## src/rtl/delay_line_prog.sv

```systemverilog
// delay_line_prog: runtime-programmable multi-channel delay line.
// CH channels of N bits plus a valid flag are delayed by 0..MAX_DELAY
// clock-enable strobes through a shared circular buffer.
// Optional build macro: DELAY_LINE_PROG_GATE_EN forces odata to zero while
// ovalid is low (or while ivalid is low in zero-delay pass-through).
module delay_line_prog #(
  parameter int N         = 8,
  parameter int CH        = 3,
  parameter int MAX_DELAY = 16,
  parameter int DW        = $clog2(MAX_DELAY + 1)
) (
  input  logic              clk,
  input  logic              rst,
  input  logic              ce,
  input  logic [DW-1:0]     delay_sel,
  input  logic [CH*N-1:0]   idata,
  input  logic              ivalid,
  output logic [CH*N-1:0]   odata,
  output logic              ovalid,
  output logic              primed,
  output logic [DW-1:0]     cur_delay
);

  localparam int W  = CH * N + 1;
  localparam int PW = (MAX_DELAY > 1) ? $clog2(MAX_DELAY) : 1;
  localparam logic [DW-1:0] MAX_D = DW'(MAX_DELAY);
  localparam logic [PW-1:0] LAST  = PW'(MAX_DELAY - 1);

  logic [W-1:0]  mem_q [MAX_DELAY];
  logic [W-1:0]  mem_d [MAX_DELAY];
  logic [PW-1:0] wptr_q, wptr_d;
  logic [DW-1:0] dly_q, dly_d;
  logic [DW-1:0] fill_q, fill_d;
  logic [DW-1:0] wptr_w;
  logic [PW-1:0] tap_idx;
  logic [W-1:0]  tap;

  // Next state: write the sample, advance the pointer, reload the clamped delay, count fill.
  always_comb begin
    mem_d  = mem_q;
    wptr_d = wptr_q;
    dly_d  = dly_q;
    fill_d = fill_q;
    if (ce) begin
      mem_d[wptr_q] = {ivalid, idata};
      wptr_d        = (wptr_q == LAST) ? '0 : wptr_q + 1'b1;
      dly_d         = (delay_sel > MAX_D) ? MAX_D : delay_sel;
      if (fill_q < MAX_D) fill_d = fill_q + 1'b1;
    end
  end

  // State registers; reset clears the whole buffer so stale data never leaks across reset.
  always_ff @(posedge clk or posedge rst) begin
    if (rst) begin
      for (int i = 0; i < MAX_DELAY; i++) mem_q[i] <= '0;
      wptr_q <= '0;
      dly_q  <= '0;
      fill_q <= '0;
    end else begin
      mem_q  <= mem_d;
      wptr_q <= wptr_d;
      dly_q  <= dly_d;
      fill_q <= fill_d;
    end
  end

  // Tap index (wptr - D) mod MAX_DELAY with an explicit wrap so any depth works.
  always_comb begin
    wptr_w = DW'(wptr_q);
    if (wptr_w >= dly_q) tap_idx = PW'(wptr_w - dly_q);
    else                 tap_idx = PW'(wptr_w + (MAX_D - dly_q));
  end

  // Output stage: combinational from registers; D=0 bypasses the buffer entirely.
  always_comb begin
    tap       = mem_q[tap_idx];
    cur_delay = dly_q;
    if (dly_q == '0) begin
      primed = 1'b1;
      ovalid = ivalid;
`ifdef DELAY_LINE_PROG_GATE_EN
      odata  = ivalid ? idata : '0;
`else
      odata  = idata;
`endif
    end else begin
      primed = (fill_q >= dly_q);
      ovalid = tap[W-1] & primed;
`ifdef DELAY_LINE_PROG_GATE_EN
      odata  = ovalid ? tap[W-2:0] : '0;
`else
      odata  = tap[W-2:0];
`endif
    end
  end

endmodule

```

## config.mk

```make
export PLATFORM = sky130hd
export DESIGN_NAME = delay_line_prog
export DESIGN_NICKNAME = d
export VERILOG_FILES = /design/src/rtl/delay_line_prog.sv
export SDC_FILE = /design/constraint.sdc
export NUM_CORES = 1
export LEC_CHECK = 0
export ABC_AREA = 1
export CAP_MARGIN = 20
export CORE_UTILIZATION = 60
export CTS_CLUSTER_DIAMETER = 100
export CTS_CLUSTER_SIZE = 40
export DETAILED_ROUTE_END_ITERATION = 16
export DONT_BUFFER_PORTS = 1
export MAX_ROUTING_LAYER = met4
export PLACE_DENSITY = 0.79
export SKIP_LAST_GASP = 1
export SLEW_MARGIN = 20
export SYNTH_ARGS = -nofsm -noshare
export SYNTH_HDL_FRONTEND = slang
export SYNTH_SLANG_ARGS = --single-unit
```

## constraint.sdc

```tcl
create_clock -name clk -period 19.5 [get_ports clk]
set_clock_uncertainty 0.1 [all_clocks]
set_input_delay 3.9 -clock clk [delete_from_list [all_inputs] [get_ports clk]]
set_output_delay 3.9 -clock clk [all_outputs]
set_load 0.01 [all_outputs]
```

==> results.json <==
{
  "clkTransAtPathRegs_ns": 0.12,
  "critPathArrivalTime_ns": 4.66,
  "ys_top_cells_by_area": "dfrtp_1 (52%), nand2_1 (19%), o21ai_0 (10%)",
  "cp.buffers_inverters": 4,
  "grt_pass1_wl_mm": 86.6,
  "ys_warn_count": 0,
  "nFillCells": 2885,
  "slowest_delay_ns": 1.07,
  "netlist_instances": 2624,
  "drt-pass1-iter-count": 5,
  "power_leakage_nw": 10.2,
  "die_area_um2": 33800,
  "cts_sinks": 414,
  "ant_nets": 0,
  "end_kind": "output pin",
  "regArea_um2": 10400,
  "drt_iter0_drc": 1922,
  "post-route-min-period_ns": 8.66,
  "r2r-start": "wptr_q[0]",
  "critPathKind": "flip-flop to output pin",
  "synth_fp_nets": 2671,
  "tns_ns": 0,
  "antenna_found_initial": 1,
  "ioPinCount": 64,
  "min_from": "mem_q[399]",
  "final_nets": 2521,
  "status": "complete, no violations",
  "vias": 16962,
  "power_density_nw_per_um2": 173,
  "core_um2": 32500,
  "max_freq_ghz": 0.115,
  "track_usage_pct": 33.6,
  "postCtsSetupRepairBufs": 0,
  "dpl.cell_count": 2896,
  "syn_area_per_cell_um2": 7.57,
  "drv_slew": 0,
  "grt_overflow_total": 0,
  "worstMarginPinSlew_ns": 1.10,
  "die_w_um": 184,
  "tritoncts": "done",
  "cp_data_required_time_ns": 15.50,
  "finalWirelength_mm": 54.0,
  "clock_path_buffers": 3,
  "die_h_um": 184,
  "routedWlPerCell_um": 18.5,
  "first_global_vias": 15969,
  "place_congestion": 0.843,
  "portBuffers": 0,
  "synth_top_area_cell": "dfrtp_1",
  "cts_resized": 0,
  "routed_via_density": 5.81,
  "crit_path_frequent_cell": "nand3_1",
  "cp_slowest_cell": "fa_4",
  "root_buffer": "clkbuf_16",
  "critical-path-top-delay-family": "buffers and inverters",
  "finalHoldViolCount": 0,
  "rows": 66,
  "worst-r2r-setup-slack_ns": 17.06,
  "holdBufCountCts": 0,
  "fin_cells": 2920,
  "fin_ws_ns": 10.84,
  "cts_htree_levels": 1,
  "ys_seq_area_share_pct": 52.2,
  "cp.depth": 11,
  "cp-startpoint": "wptr_q[0]",
  "path_max_fanout": 63,
  "peakVddDrop_mv": 0.166,
  "setup_viol": 0,
  "drive_above_1_share_pct": 2.83,
  "synth_area_um2": 19900,
  "fin_crit_sh_pct": 44.4,
  "critPathCapture": "odata[17]",
  "preCtsSetupSlack_ns": 11.37,
  "synth_top_area_share_pct": 52.2,
  "startpoint_type": "flip-flop",
  "numCtsBuffers": 14,
  "ys_ff_latch": 414,
  "multi_input_area_um2": 7930,
  "worstRegToRegCells": 6,
  "hold_class": "flip-flop to flip-flop",
  "maxCapViolations": 0,
  "maxSlewHeadroom_pct": 26.3,
  "drc": 0,
  "grt_start_max_net_pins": 138,
  "areaGrowthSynthToFinish_pct": 2.95,
  "rsz0062_at_grt": "false",
  "rr_endpoint": "mem_q[286]",
  "cp_cell_sequence": "inv_1 > ha_4 > inv_1 > fa_4 > clkinv_2 > buf_4 > nand3_1 > nand3_1 > nand3_1 > nand3_1 > nand2_1",
  "clk_latency_ns": 0.53,
  "start_util_pct": 61.0,
  "ys_types": 23,
  "dp_hpwl_mm": 31.2
}
[where the power goes]
part | internal [mW] | total, mW | switching, mW
combinational | 0.520 | 1.69 | 1.17
clock | 0.148 | 0.413 | 0.264
sequential | 1.25 | 1.44 | 0.190
total | 1.91 | 3.54 | 1.63
[worst min path at each step]
stage	to	slack [ns]	depth (start not counted)
finish	mem_q[399]	0.40	2
detailed placement	mem_q[399]	0.37	2
floorplan	mem_q[225]	0.35	2
global placement	mem_q[283]	0.37	2
global route	mem_q[149]	0.42	2
CTS	mem_q[399]	0.40	2
[area by class of cell]
type | count | area share, %
multi-input combinational | 1779 | 38.8
sequential | 414 | 50.7
clock buffer | 16 | 1.90
inverter | 241 | 4.49
clock inverter | 3 | 0.159
timing repair buffer | 24 | 1.26
antenna | 1 | 0.0122
tap | 442 | 2.71
[logic make-up (layout without fill, tap and decap cells)]
family,Yosys count,in the layout,share of synthesized area (%)
multiplexers,1,1,0.0567
AND/OR/NAND/NOR,1345,1345,27.6
XOR/XNOR,6,6,0.265
AO/OA/AOI/OAI,413,413,10.5
buffers and inverters,431,284,8.52
flip-flops,414,414,52.2
other,0,1,0
adder cells (fa/ha/maj),14,14,0.920
[cells in the final DEF (no fill, tap or decap), types with 2 or more instances in the layout]
cell type,count
clkbuf_16,15
nand2_2,8
ha_1,12
inv_2,2
nor2_4,4
nand3_1,326
xor2_1,2
clkinv_2,2
o21ai_0,396
o21ai_1,4
buf_4,19
nand2_4,3
o22ai_1,3
xnor2_1,2
inv_8,2
nor2_1,12
nand2_1,987
nand4_1,2
buf_12,3
inv_1,236
a21oi_1,8
buf_16,2
dfrtp_1,414
[worst register-to-register path, delay by kind of cell, from the launching register on]
kind / cells / cell delay (ns)
simple gates: 2 / 0.77
compound gates: 1 / 0.47
flops: 1 / 0.44
buf+inv: 2 / 0.39
fa+ha+maj: 1 / 0.18
[sequential cells by signal (all words and copies together), names as in the netlist]
| name | count |
|---|---|
| fill_q | 5 |
| wptr_q | 4 |
| cur_delay | 5 |
| mem_q | 400 |
[stage by stage]
step	area, um2	power [mW]	utilization (%)	hold WS [ns]
final	20400	3.54	62.8	0.396
after global routing	20400	3.82	62.8	0.416
after CTS	20300	3.51	62.5	0.404
after detailed placement	19900	3.11	61.2	0.373
after global placement	19900	3.03	61.1	0.365
after floorplan	19900	2.62	-	0.353
[Yosys cell counts]
library cell	instances
o21ai_0	396
inv_1	239
xor2_1	3
ha_1	13
buf_1	11
nor3_1	1
a21boi_0	1
nand2_1	998
fa_1	1
o21bai_1	1
o21ai_1	4
nor4_4	1
a21oi_1	8
nor2_1	16
xnor2_1	3
nand3_1	327
clkbuf_1	120
o22ai_1	3
mux2_2	1
nand4_1	2
buf_2	59
inv_2	2
dfrtp_1	414
[metal layers]
layer,wire (um),vias to the layer above,track usage [%]
met5,0,-,-
met4,1580,0,10.7
met3,5140,115,5.29
met2,24900,786,51.3
met1,22400,8125,46.2
li1,-,7936,-
No activity file was read; power rests on OpenSTA's default activity.
==> patch 1, RTL diff (same settings) <==
Make the reset (`rst`) synchronous in one clocked block.
--- a/src/rtl/delay_line_prog.sv
+++ b/src/rtl/delay_line_prog.sv
@@ -50,7 +50,7 @@
   end
 
   // State registers; reset clears the whole buffer so stale data never leaks across reset.
-  always_ff @(posedge clk or posedge rst) begin
+  always_ff @(posedge clk) begin
     if (rst) begin
       for (int i = 0; i < MAX_DELAY; i++) mem_q[i] <= '0;
       wptr_q <= '0;
Check against the original RTL: differs if rst is asserted again (counterexample within 4 cycles, from zero or initial values and one cycle with rst high); with rst held inactive, the same outputs for 4 cycles.
==> patch 1 against the unedited design <==
  * Routed wire length increased by 4.1%
  * Hold slack got worse by 35 ps
  * Critical endpoint is now odata[12]
  * Via count increased by 7.9%
  * Cell area decreased by 5.7%
  * Worst setup slack improved by 200 ps
  * Count of clock-buffer cells in the layout unchanged
  * Area after synthesis decreased by 4.2%
  * Non-clock buffer count increased by 1
  * Critical path type unchanged
  * Sequential cell count unchanged
  * Largest cell class is now multi-input combinational cells
Power is not compared: it rests on default switching activity, and its combinational part moved more than twofold at a synthesized area within 25%.
==> patch 1: results (changes against the unedited design) <==
EDFF count, synth=0 (unchanged); vias per cell=5.93 (+2.1%); Hold Slack=362 ps (-34.6 ps); R2R setup slack=16700 ps (-360 ps); top_reg_cell synth=dfxtp_1; Slew Limit Headroom=24.1% (-2.3 points); largest cells by area after synthesis=dfxtp_1, nand2_1, o21ai_0; Met3 Wirelength=5.64 mm (+9.7%); Total GRT Usage=35.4% (+1.8 points); layout cell share with drive strength beyond 1=2.57% (-0.26 points); slowest cell delay on critical path=1180 ps (+110 ps); FFs w/ async S/R, synth=0% (-100 points); DP HPWL=31.2 mm (-0.16%); Synth top cells by count=nand2_1, nor2_1, dfxtp_1; met1 wire length=23.3 mm (+4.0%); final period utilization=43.4% (-1.0 points); crit path DAT=4460 ps (-200 ps); initial antenna violation count=0 (-1); status=complete, no violations; vias in the first global route=16800 (+5.0%); fin cells=3086 (+5.7%); met1 Track Usage GR=46.6% (+0.33 points); RePlAce Congestion=0.808 (-4.1%); routed wl met2=24.9 mm (about the same); dpl cell area=0.0188 mm^2 (-5.6%); WL final=56.2 mm (+4.1%); Post-CTS Setup Repair Bufs=0 (unchanged); Inserted Clock Buffers=14 (unchanged); register with the most flip-flops=mem_q; TritonRoute pass-1 iters=6 (+1); largest net degree at the start of global routing=163 (+18%); DR iter-0 viols=2522 (+31%); placed insts=3066 (+5.9%); Crit Path Max Fanout=82 (+30%); leak pwr=7.78 nW; M3 GR Usage=4.18% (-1.1 points); first-pass GRT wire length=90.2 mm (+4.1%); Post-Syn Instances=2875 (+9.6%); dpl ws=11350 ps (-28.4 ps); met2 Use GR=55.1% (+3.7 points); layout net count=2734 (+8.4%); Antenna Cells=0 (-1); post-synthesis sequential area ratio=43.6% (-8.6 points); clock-pin transition on the worst setup and hold timing paths=140 ps (+20 ps)
patch 1: cell count changes after synthesis, sizes merged, moves of 6 or more:
cell and delta:
nor2 +417, nand3 +6, nand2 -399, inv -9, clkbuf +34, dfxtp +414, a21oi +199, dfrtp -414
patch 1: worst paths after layout:
check,startpoint,endpoint,depth (start not counted)
setup / recovery,cur_delay[0],odata[12],10
hold / removal,mem_q[18],mem_q[18],2
setup reg to reg,wptr_q[0],mem_q[144],8
hold reg to reg,mem_q[18],mem_q[18],2
patch 1: logic make-up after synthesis:
logic type,after synthesis,share of synthesized area (%)
AO/OA/AOI/OAI,614,16.2
XOR/XNOR,2,0.0921
buffers and inverters,462,9.67
multiplexers,1,0.0526
adder cells (fa/ha/maj),14,0.960
AND/OR/NAND/NOR,1368,29.5
flip-flops,414,43.6
patch 1: critical path, delay by kind of cell (launching register included):
family	cells	cell delay [ps]
adder cells (fa/ha/maj)	2	1360
buffers and inverters	3	1160
flip-flops	1	540
AND/OR/NAND/NOR	5	830
patch 1: where the power goes:
| group | total, mW | leakage (nW) | switching, mW | internal, mW |
|---|---|---|---|---|
| Clock | 0.425 | 0.220 | 0.263 | 0.161 |
| Combinational | 0.312 | 4.22 | 0.228 | 0.0835 |
| Sequential | 0.870 | 3.35 | 0.00873 | 0.861 |
| Total | 1.61 | 7.78 | 0.500 | 1.11 |
patch 1: final cells by class:
cell class / instances / area, um^2
clock inverter: 3 / 55.1
timing repair buffer: 25 / 203
multi-input combinational: 1999 / 8950
sequential: 414 / 8290
fill: 2863 / 11600
clock buffer: 16 / 389
tap: 396 / 495
inverter: 233 / 888
==> patch 2, RTL diff (same settings) <==
Made on the original files. Build with the macro `DELAY_LINE_PROG_GATE_EN` defined.
--- a/src/rtl/delay_line_prog.sv
+++ b/src/rtl/delay_line_prog.sv
@@ -3,6 +3,8 @@
 // clock-enable strobes through a shared circular buffer.
 // Optional build macro: DELAY_LINE_PROG_GATE_EN forces odata to zero while
 // ovalid is low (or while ivalid is low in zero-delay pass-through).
+`define DELAY_LINE_PROG_GATE_EN
+
 module delay_line_prog #(
   parameter int N         = 8,
   parameter int CH        = 3,
Check against the original RTL: not equivalent (Yosys sat finds a counterexample within 4 cycles, from zero or initial values and one cycle with rst high).
==> patch 2 against the unedited design <==
  * Routed wire length is 4.6% lower
  * Final cell count decreased by 1.9%
  * Worst setup slack got worse by 430 ps
  * Cell area down 1.7%
  * Area after synthesis decreased by 1.4%
  * Sequential cell count did not move
  * Count of clock-buffer cells in the layout is 1 lower
  * First-iteration DRC count increased by 12%
  * Total power rose by 2.4%
  * Via count decreased by 2.7%
  * Utilization increased by 0.35 points
==> patch 2: results (changes against the unedited design) <==
R2R setup slack=17010 ps (-50 ps); largest net degree at the start of global routing=130 (-5.8%); RePlAce Congestion=0.820 (-2.7%); drt wl/cell=18.0 um (-2.8%); dpl cell area=0.0196 mm^2 (-1.6%); first-pass GRT wire length=83.7 mm (-3.4%); clock-pin transition on the worst setup and hold timing paths=140 ps (+20 ps); IO buf count=0 (unchanged); CP Capture Point=odata[15]; vias per cell=5.76 (-0.76%); Post-CTS Resized=0 (unchanged); vias in the first global route=15800 (-0.79%); initial antenna violation count=0 (-1); crit path DAT=5090 ps (+430 ps); dpl ws=10610 ps (-761 ps); reg-to-reg endpoint=mem_q[369]; placed insts=2843 (-1.8%); layout net count=2472 (-1.9%); worst skew pair latency=550 ps (+20 ps); slowest cell delay on critical path=1260 ps (+190 ps); layout cell share with drive strength beyond 1=3.01% (+0.18 points); Total GRT Usage=32.7% (-0.92 points); Crit Path Max Fanout=70 (+11%); status=complete, no violations; FF-to-FF path depth=3 (-3); FMAX=110 MHz (-4.7%); Synth top cells by count=nand2_1, dfrtp_1, o21ai_0; Post-Syn Instances=2578 (-1.8%); via count=16500 (-2.7%); post-synthesis sequential area ratio=52.9% (+0.73 points); Inserted Clock Buffers=15 (+1); RR Startpoint=wptr_q[2]; worst slew pin tran=1140 ps (+36.4 ps); largest cells by area after synthesis=dfrtp_1, nand2_1, o21ai_0; Max VDD drop=96.0 uV (-42%); DP HPWL=27.5 mm (-12%); crit path from=wptr_q[0]; TritonRoute pass-1 iters=6 (+1); leak pwr=10.0 nW (-1.6%); Netlist cell types=29 (+26%); FFs w/ async S/R, synth=100% (unchanged); Antenna Cells=0 (-1)
patch 2: cell types whose count changed in the layout (fill, tap and decap cells not counted), moves of 84 or more:
cell and delta:
o21ai_0 -84, a21oi_1 +94, nor2_1 +105, inv_1 -157, nand3_1 -127, nand2_1 +119
patch 2: cells by family after synthesis:
logic type	after synthesis	share of synthesized area (%)
simple gates	1446	29.2
compound gates	422	10.9
flops	414	52.9
buf+inv	275	5.82
fa+ha+maj	14	0.933
xor+xnor	6	0.268
mux	1	0.0575
patch 2: how the worst min path moves through the flow:
stage,slack [ps],from,to
after global routing,420,mem_q[305],mem_q[305]
after detailed placement,370,mem_q[315],mem_q[315]
after floorplan,350,mem_q[315],mem_q[315]
after CTS,400,mem_q[273],mem_q[273]
final,400,mem_q[273],mem_q[273]
after global placement,360,mem_q[315],mem_q[315]
patch 2: layer usage:
| metal | part of all wire (%) | vias up | GRT usage [%] | wire length, um |
|---|---|---|---|---|
| met2 | 48 | 632 | 54.5 | 24800 |
| met1 | 42 | 7935 | 42.0 | 21500 |
| li1 | - | 7855 | - | - |
| met5 | 0 | - | - | 0 |
| met3 | 7.3 | 88 | 4.31 | 3750 |
| met4 | 2.7 | 0 | 9.21 | 1410 |
patch 2: power breakdown:
group          total (mW)  switching [mW]  internal [mW]
sequential           1.47           0.217           1.25
clock               0.440           0.276          0.164
combinational        1.72            1.17          0.553
patch 2: critical path: cells and delay by family (launching register included):
family,cells,cell delay [ps]
simple gates,8,960
flops,1,440
fa+ha+maj,2,1420
compound gates,1,120
buf+inv,4,1530
patch 2: layout make-up:
class / instances / area (um^2)
clock buffer: 15 / 375
clock inverter: 6 / 103
fill: 2723 / 11700
inverter: 85 / 333
multi-input combinational: 1889 / 8210
sequential: 414 / 10400
tap: 435 / 544
timing repair buffer: 20 / 170
